File: config.mk
export PLATFORM = sky130hd
export DESIGN_NAME = gpio_pad_ctrl
export DESIGN_NICKNAME = d
export VERILOG_FILES = /design/src/rtl/gpio_pad_ctrl_pkg.sv /design/src/rtl/gpio_pin_ctrl.sv /design/src/rtl/gpio_pad_ctrl.sv
export SDC_FILE = /design/constraint.sdc
export NUM_CORES = 1
export LEC_CHECK = 0
export CORE_UTILIZATION = 48
export CTS_CLUSTER_DIAMETER = 30
export CTS_CLUSTER_SIZE = 10
export DETAILED_ROUTE_END_ITERATION = 16
export GPL_ROUTABILITY_DRIVEN = 0
export PLACE_DENSITY = 0.79
export SLEW_MARGIN = 20
export SYNTH_ARGS = -nofsm -noshare
export SYNTH_HDL_FRONTEND = slang
export SYNTH_HIERARCHICAL = 1
export SYNTH_SLANG_ARGS = --single-unit
File: constraint.sdc
create_clock -name clk_i -period 1.1 [get_ports clk_i]
set_input_delay 0.22 -clock clk_i [delete_from_list [all_inputs] [get_ports clk_i]]
set_output_delay 0.22 -clock clk_i [all_outputs]
set_load 0.01 [all_outputs]
File: src/rtl/gpio_pad_ctrl_pkg.sv
// Shared types and constants for the GPIO pad sequencer.
// The debounce filter is built only when GPIO_PAD_CTRL_DEBOUNCE_EN is defined.
package gpio_pad_ctrl_pkg;

  typedef enum logic [1:0] {
    IN   = 2'd0,
    TURN = 2'd1,
    OUT  = 2'd2
  } pin_state_e;

  localparam int unsigned SYNC_DEPTH = 2;

endpackage

File: src/rtl/gpio_pin_ctrl.sv
// One pad: direction sequencer with hi-Z turnaround, input synchronizer/filter, edge status.
// GPIO_PAD_CTRL_DEBOUNCE_EN adds a per-pin debounce counter in front of in_o.
module gpio_pin_ctrl
  import gpio_pad_ctrl_pkg::*;
#(
  parameter int TURN_CYC = 2,
  parameter int DB_WIDTH = 8
) (
  input  logic                clk_i,
  input  logic                rst_i,
  input  logic                dir_i,
  input  logic                out_i,
  input  logic                pull_en_i,
  input  logic [DB_WIDTH-1:0] db_lmt_i,
  input  logic                rise_en_i,
  input  logic                fall_en_i,
  input  logic                irq_clr_i,
  output logic                pad_out_o,
  output logic                pad_oen_o,
  output logic                pad_ren_o,
  input  logic                pad_in_i,
  output logic                in_o,
  output logic                irq_sta_o
);

  localparam int CNT_W = (TURN_CYC > 1) ? $clog2(TURN_CYC) : 1;
  localparam logic [CNT_W-1:0] CNT_LAST = CNT_W'(TURN_CYC - 1);

  pin_state_e            state_q, state_d;
  logic                  target_out_q, target_out_d;
  logic [CNT_W-1:0]      cnt_q, cnt_d;
  logic                  oen_q, oen_d;
  logic                  ren_q, ren_d;
  logic                  out_q, out_d;
  logic [SYNC_DEPTH-1:0] sync_q, sync_d;
  logic                  synced;
  logic                  in_q, in_d;
  logic                  in_dly_q, in_dly_d;
  logic                  sta_q, sta_d;
  logic                  edge_set;

  always_comb begin
    state_d      = state_q;
    target_out_d = target_out_q;
    cnt_d        = cnt_q;
    case (state_q)
      IN: begin
        if (dir_i) begin
          state_d      = TURN;
          target_out_d = 1'b1;
          cnt_d        = '0;
        end
      end
      OUT: begin
        if (!dir_i) begin
          state_d      = TURN;
          target_out_d = 1'b0;
          cnt_d        = '0;
        end
      end
      TURN: begin
        // A direction reversal mid-gap restarts the full hi-Z window.
        if (dir_i != target_out_q) begin
          target_out_d = dir_i;
          cnt_d        = '0;
        end else if (cnt_q == CNT_LAST) begin
          state_d = target_out_q ? OUT : IN;
          cnt_d   = '0;
        end else begin
          cnt_d = cnt_q + 1'b1;
        end
      end
      default: begin
        state_d = IN;
        cnt_d   = '0;
      end
    endcase
  end

  // Pad controls follow the next state so oen rises on the same edge OUT is left.
  always_comb begin
    oen_d = (state_d != OUT);
    ren_d = ~(pull_en_i & (state_d == IN));
    out_d = out_i;
  end

  always_comb begin
    sync_d = {sync_q[SYNC_DEPTH-2:0], pad_in_i};
  end
  assign synced = sync_q[SYNC_DEPTH-1];

`ifdef GPIO_PAD_CTRL_DEBOUNCE_EN
  logic [DB_WIDTH-1:0] db_cnt_q, db_cnt_d;

  always_comb begin
    in_d     = in_q;
    db_cnt_d = '0;
    if (synced != in_q) begin
      if (db_cnt_q >= db_lmt_i) begin
        in_d = synced;
      end else begin
        db_cnt_d = (db_cnt_q == '1) ? db_cnt_q : db_cnt_q + 1'b1;
      end
    end
  end

  always_ff @(posedge clk_i or posedge rst_i) begin
    if (rst_i) begin
      db_cnt_q <= '0;
    end else begin
      db_cnt_q <= db_cnt_d;
    end
  end
`else
  logic unused_db_lmt;
  assign unused_db_lmt = ^db_lmt_i;

  always_comb begin
    in_d = synced;
  end
`endif

  always_comb begin
    edge_set = (state_q == IN) &
               ((in_q & ~in_dly_q & rise_en_i) | (~in_q & in_dly_q & fall_en_i));
    in_dly_d = in_q;
    sta_d    = (sta_q & ~irq_clr_i) | edge_set;
  end

  always_ff @(posedge clk_i or posedge rst_i) begin
    if (rst_i) begin
      state_q      <= IN;
      target_out_q <= 1'b0;
      cnt_q        <= '0;
      oen_q        <= 1'b1;
      ren_q        <= 1'b1;
      out_q        <= 1'b0;
      sync_q       <= '0;
      in_q         <= 1'b0;
      in_dly_q     <= 1'b0;
      sta_q        <= 1'b0;
    end else begin
      state_q      <= state_d;
      target_out_q <= target_out_d;
      cnt_q        <= cnt_d;
      oen_q        <= oen_d;
      ren_q        <= ren_d;
      out_q        <= out_d;
      sync_q       <= sync_d;
      in_q         <= in_d;
      in_dly_q     <= in_dly_d;
      sta_q        <= sta_d;
    end
  end

  assign pad_out_o = out_q;
  assign pad_oen_o = oen_q;
  assign pad_ren_o = ren_q;
  assign in_o      = in_q;
  assign irq_sta_o = sta_q;

endmodule

File: src/rtl/gpio_pad_ctrl.sv
// PIN_NUM independent pad sequencers plus the combined interrupt line.
// Optional debounce is enabled with GPIO_PAD_CTRL_DEBOUNCE_EN.
module gpio_pad_ctrl
  import gpio_pad_ctrl_pkg::*;
#(
  parameter int PIN_NUM  = 8,
  parameter int TURN_CYC = 2,
  parameter int DB_WIDTH = 8
) (
  input  logic                clk_i,
  input  logic                rst_i,
  input  logic [PIN_NUM-1:0]  dir_i,
  input  logic [PIN_NUM-1:0]  out_i,
  input  logic [PIN_NUM-1:0]  pull_en_i,
  input  logic [DB_WIDTH-1:0] db_lmt_i,
  input  logic [PIN_NUM-1:0]  rise_en_i,
  input  logic [PIN_NUM-1:0]  fall_en_i,
  input  logic [PIN_NUM-1:0]  irq_clr_i,
  output logic [PIN_NUM-1:0]  pad_out_o,
  output logic [PIN_NUM-1:0]  pad_oen_o,
  output logic [PIN_NUM-1:0]  pad_ren_o,
  input  logic [PIN_NUM-1:0]  pad_in_i,
  output logic [PIN_NUM-1:0]  in_o,
  output logic [PIN_NUM-1:0]  irq_sta_o,
  output logic                irq_o
);

  for (genvar gi = 0; gi < PIN_NUM; gi++) begin : g_pin
    gpio_pin_ctrl #(
      .TURN_CYC (TURN_CYC),
      .DB_WIDTH (DB_WIDTH)
    ) u_pin (
      .clk_i     (clk_i),
      .rst_i     (rst_i),
      .dir_i     (dir_i[gi]),
      .out_i     (out_i[gi]),
      .pull_en_i (pull_en_i[gi]),
      .db_lmt_i  (db_lmt_i),
      .rise_en_i (rise_en_i[gi]),
      .fall_en_i (fall_en_i[gi]),
      .irq_clr_i (irq_clr_i[gi]),
      .pad_out_o (pad_out_o[gi]),
      .pad_oen_o (pad_oen_o[gi]),
      .pad_ren_o (pad_ren_o[gi]),
      .pad_in_i  (pad_in_i[gi]),
      .in_o      (in_o[gi]),
      .irq_sta_o (irq_sta_o[gi])
    );
  end

  assign irq_o = |irq_sta_o;

endmodule

==> impl_metrics.py <==
metrics = {
    "floorplan": {
        "core-area_mm2": 0.00822,
        "die_x_um": 94.0,
        "dieArea_mm2": 0.00884,
        "initial_core_util_pct": 49.5,
        "num_rows": 33,
        "pin_count": 107,
        "fp.dieH_um": 94.0,
    },
    "synthesis": {
        "async_reset_ff_share_pct": 100,
        "synth_cells": 357,
        "synth.top_cells.by_area": "dfrtp_1 49%, dfstp_2 10%, o21ai_0 3.6%",
        "syn_area_mm2": 0.00406,
        "ys_seq_area_share_pct": 59.6,
        "yosys_warnings": 6,
        "synth.top_cell.area_share_pct": 49.3,
        "synth-edff-count": 0,
        "synth.largest_area_cell": "dfrtp_1",
        "synth_nets": 423,
        "synthDistinctLibCells": 31,
        "syn_area_per_cell_um2": 11.4,
        "ys_top_cells_by_count": "80 x dfrtp_1, 35 x inv_1, 29 x o21ai_0",
        "yosysMostFrequentCell": "dfrtp_1",
        "synth-seq-cells": 96,
        "synthFlopType": "dfrtp_1",
    },
    "power_and_ir_drop": {
        "p_per_area_mw_per_mm2": 1950,
        "power_mw": 11.1,
        "vdd.ir_drop.worst_v": 0.00107,
        "p_leak_nw": 2.49,
    },
    "routing": {
        "wl_um": 8530,
        "ant_nets": 0,
        "wl_per_cell_um": 14.1,
        "first_pass_iters": 4,
        "viasPerCell": 5.13,
        "first_iter_violations": 105,
        "num_vias": 3102,
        "drc": 0,
    },
    "finish": {
        "layout.cells.non_filler": 605,
        "fill_cells": 595,
        "fin_util_pct": 69.5,
        "nNetsFinal": 561,
        "antenna_cells": 0,
        "layout-drive-gt1-share_pct": 32.6,
        "area_growth_pct": 40.4,
    },
    "timing": {
        "final_hold_viol_count": 0,
        "hold_ws_ns": 0.246,
        "period_share_pct": 143,
        "fmax_ghz": 0.638,
        "finalSetupViolCount": 31,
        "period_needed_ns": 1.57,
        "fin_worst_skew_ns": 0.00477,
        "worstMarginPinSlew_ns": 0.340,
        "fin_ws_ns": -0.468,
        "drv_slew": 0,
        "rsz0062_at_grt": "true",
        "tns_ns": -3.37,
        "slew-limit-headroom_pct": 77.3,
    },
    "clock_tree": {
        "insertion_delay_ns": 0.34,
        "path_clk_slew_ns": 0.08,
        "cts_tree": "yes",
        "cts.sinks": 96,
        "clock-root-buffer": "clkbuf_8",
        "numCtsBuffers": 9,
        "clock_path_buffers": 2,
        "htree_levels": 3,
    },
    "setup_path": {
        "reg2reg_slack_ns": -0.09,
        "cp-startpoint": "g_pin[1].u_pin/irq_sta_o$_DFF_PP0_",
        "setup.worst_path.class": "reg2out",
        "path_max_fanout": 2,
        "reg2reg_to": "g_pin[1].u_pin/irq_sta_o$_DFF_PP0_",
        "worstSetupStartpointType": "flip-flop",
        "arrival_ns": 1.35,
        "crit_required_ns": 0.88,
        "rr_worst_depth": 5,
        "timing.rr.start": "g_pin[1].u_pin/irq_sta_o$_DFF_PP0_",
        "cp-endpoint": "irq_o",
        "crit_path_end_kind": "output port",
    },
    "placement": {
        "dp.cells": 577,
        "dp_hpwl_um": 6140,
        "portBuffers": 98,
    },
    "grt": {
        "grt_pass1_vias": 3049,
        "track_usage_pct": 20.8,
        "grt_max_degree": 16,
        "grt_pass1_wl_um": 14000,
        "gr-total-overflow": 0,
        "antenna_found_initial": 0,
    },
    "flow_run": {
        "max_cap_violations": 0,
    },
    "run_status": {
        "failed_checks": "negative setup slack",
        "outcome": "complete, but fails checks",
    },
    "worst_hold_path": {
        "hold_path_class": "in2async",
    },
}
power by group:
group | total [mW] | switching, mW | internal (mW)
registers | 5.28 | 0.941 | 4.33
logic | 3.53 | 1.41 | 2.11
clock network | 2.32 | 1.14 | 1.18
total | 11.1 | 3.50 | 7.62
how the worst min path moves through the flow:
| stage | from | to | slack, ns | depth (start not counted) |
|---|---|---|---|---|
| 6_report | rst_i | g_pin[3].u_pin/pad_out_o$_DFF_PP0_ | 0.25 | 3 |
| 5_1_grt | rst_i | g_pin[3].u_pin/pad_out_o$_DFF_PP0_ | 0.24 | 3 |
| 4_1_cts | rst_i | g_pin[3].u_pin/pad_out_o$_DFF_PP0_ | 0.24 | 3 |
| 3_5_place_dp | g_pin[3].u_pin/sync_q[1]$_DFF_PP0_ | g_pin[3].u_pin/in_o$_DFF_PP0_ | 0.33 | 0 |
| 3_3_place_gp | g_pin[7].u_pin/sync_q[1]$_DFF_PP0_ | g_pin[7].u_pin/in_o$_DFF_PP0_ | 0.33 | 0 |
| 2_1_floorplan | rst_i | g_pin[0].u_pin/cnt_q$_DFFE_PP0P_ | 0.08 | 1 |
layout by cell type, fill, tap and decap left out, drive strengths merged, types with 6 or more instances in the layout:
cell type      Yosys  routed
a21oi             22      22
a31oi             13      13
and2               8       8
buf               19      89
clkbuf             0      12
clkdlybuf4s50      0      57
dfrtp             80      80
dfstp             16      16
inv               35      35
nand2             17      17
nand2b            19      19
nand3              8       8
nand3b             8       8
nor3b              8       8
o211ai             8       8
o21ai             47      47
o32ai              6       6
registers in the layout (all words and copies together) (netlist names):
name / flops
g_pin.u_pin/pad_ren_o: 8
g_pin.u_pin/sync_q: 16
g_pin.u_pin/target_out_q: 8
g_pin.u_pin/in_dly_q: 8
g_pin.u_pin/pad_out_o: 8
g_pin.u_pin/state_q: 16
g_pin.u_pin/irq_sta_o: 8
g_pin.u_pin/cnt_q: 8
g_pin.u_pin/pad_oen_o: 8
g_pin.u_pin/in_o: 8
what timing repair did:
action / in CTS / in global routing
setup buffers: 10 / 6
endpoints found under the hold margin: 0 / 0
setup endpoints to repair: 46 / 62
hold buffers: 0 / 0
resized for setup: 201 / 30
cell type report:
type                    instances  area, um^2  share of cell area [%]
inverters                      35         131                    2.30
clock buffers                  12         155                    2.72
well taps                     105         131                    2.30
multi-input cells             207        1370                    24.0
flip-flops and latches         96        2440                    42.8
clock inverters                 4        52.6                   0.921
repair buffers                146        1420                    24.9
stage by stage:
| stage | setup slack, ns | area, um^2 |
|---|---|---|
| after floorplan | 0.0892 | 4060 |
| after global placement | -0.449 | 5350 |
| after detailed placement | -0.463 | 5350 |
| after CTS | -0.479 | 5620 |
| after global routing | -0.543 | 5710 |
| final | -0.468 | 5710 |
cells by family (layout without fill, tap and decap cells):
| logic type | after synthesis | count (layout) | synth area share (%) |
|---|---|---|---|
| AOI/OAI and AO/OA | 109 | 109 | 16.0 |
| DFF | 96 | 96 | 59.6 |
| and+or+nand+nor | 90 | 90 | 15.2 |
| buffers and inverters | 54 | 197 | 7.45 |
| xor gates and xnor gates | 8 | 8 | 1.72 |
per-layer routing:
metal  global-route usage [%]  up-vias  part of all wire, %
met5                        0        -                    0
met4                     7.31        0                  1.6
met3                     5.26       13                  5.3
met2                     34.1       89                   50
met1                     26.7     1491                   43
li1                         -     1509                    -
critical path: stages (launching register included):
cell	delay (ns)
dfrtp_1	0.40
nor4_2	0.27
buf_4	0.15
nand2_1	0.04
buf_2	0.15
No activity file was read; power rests on OpenSTA's default activity.
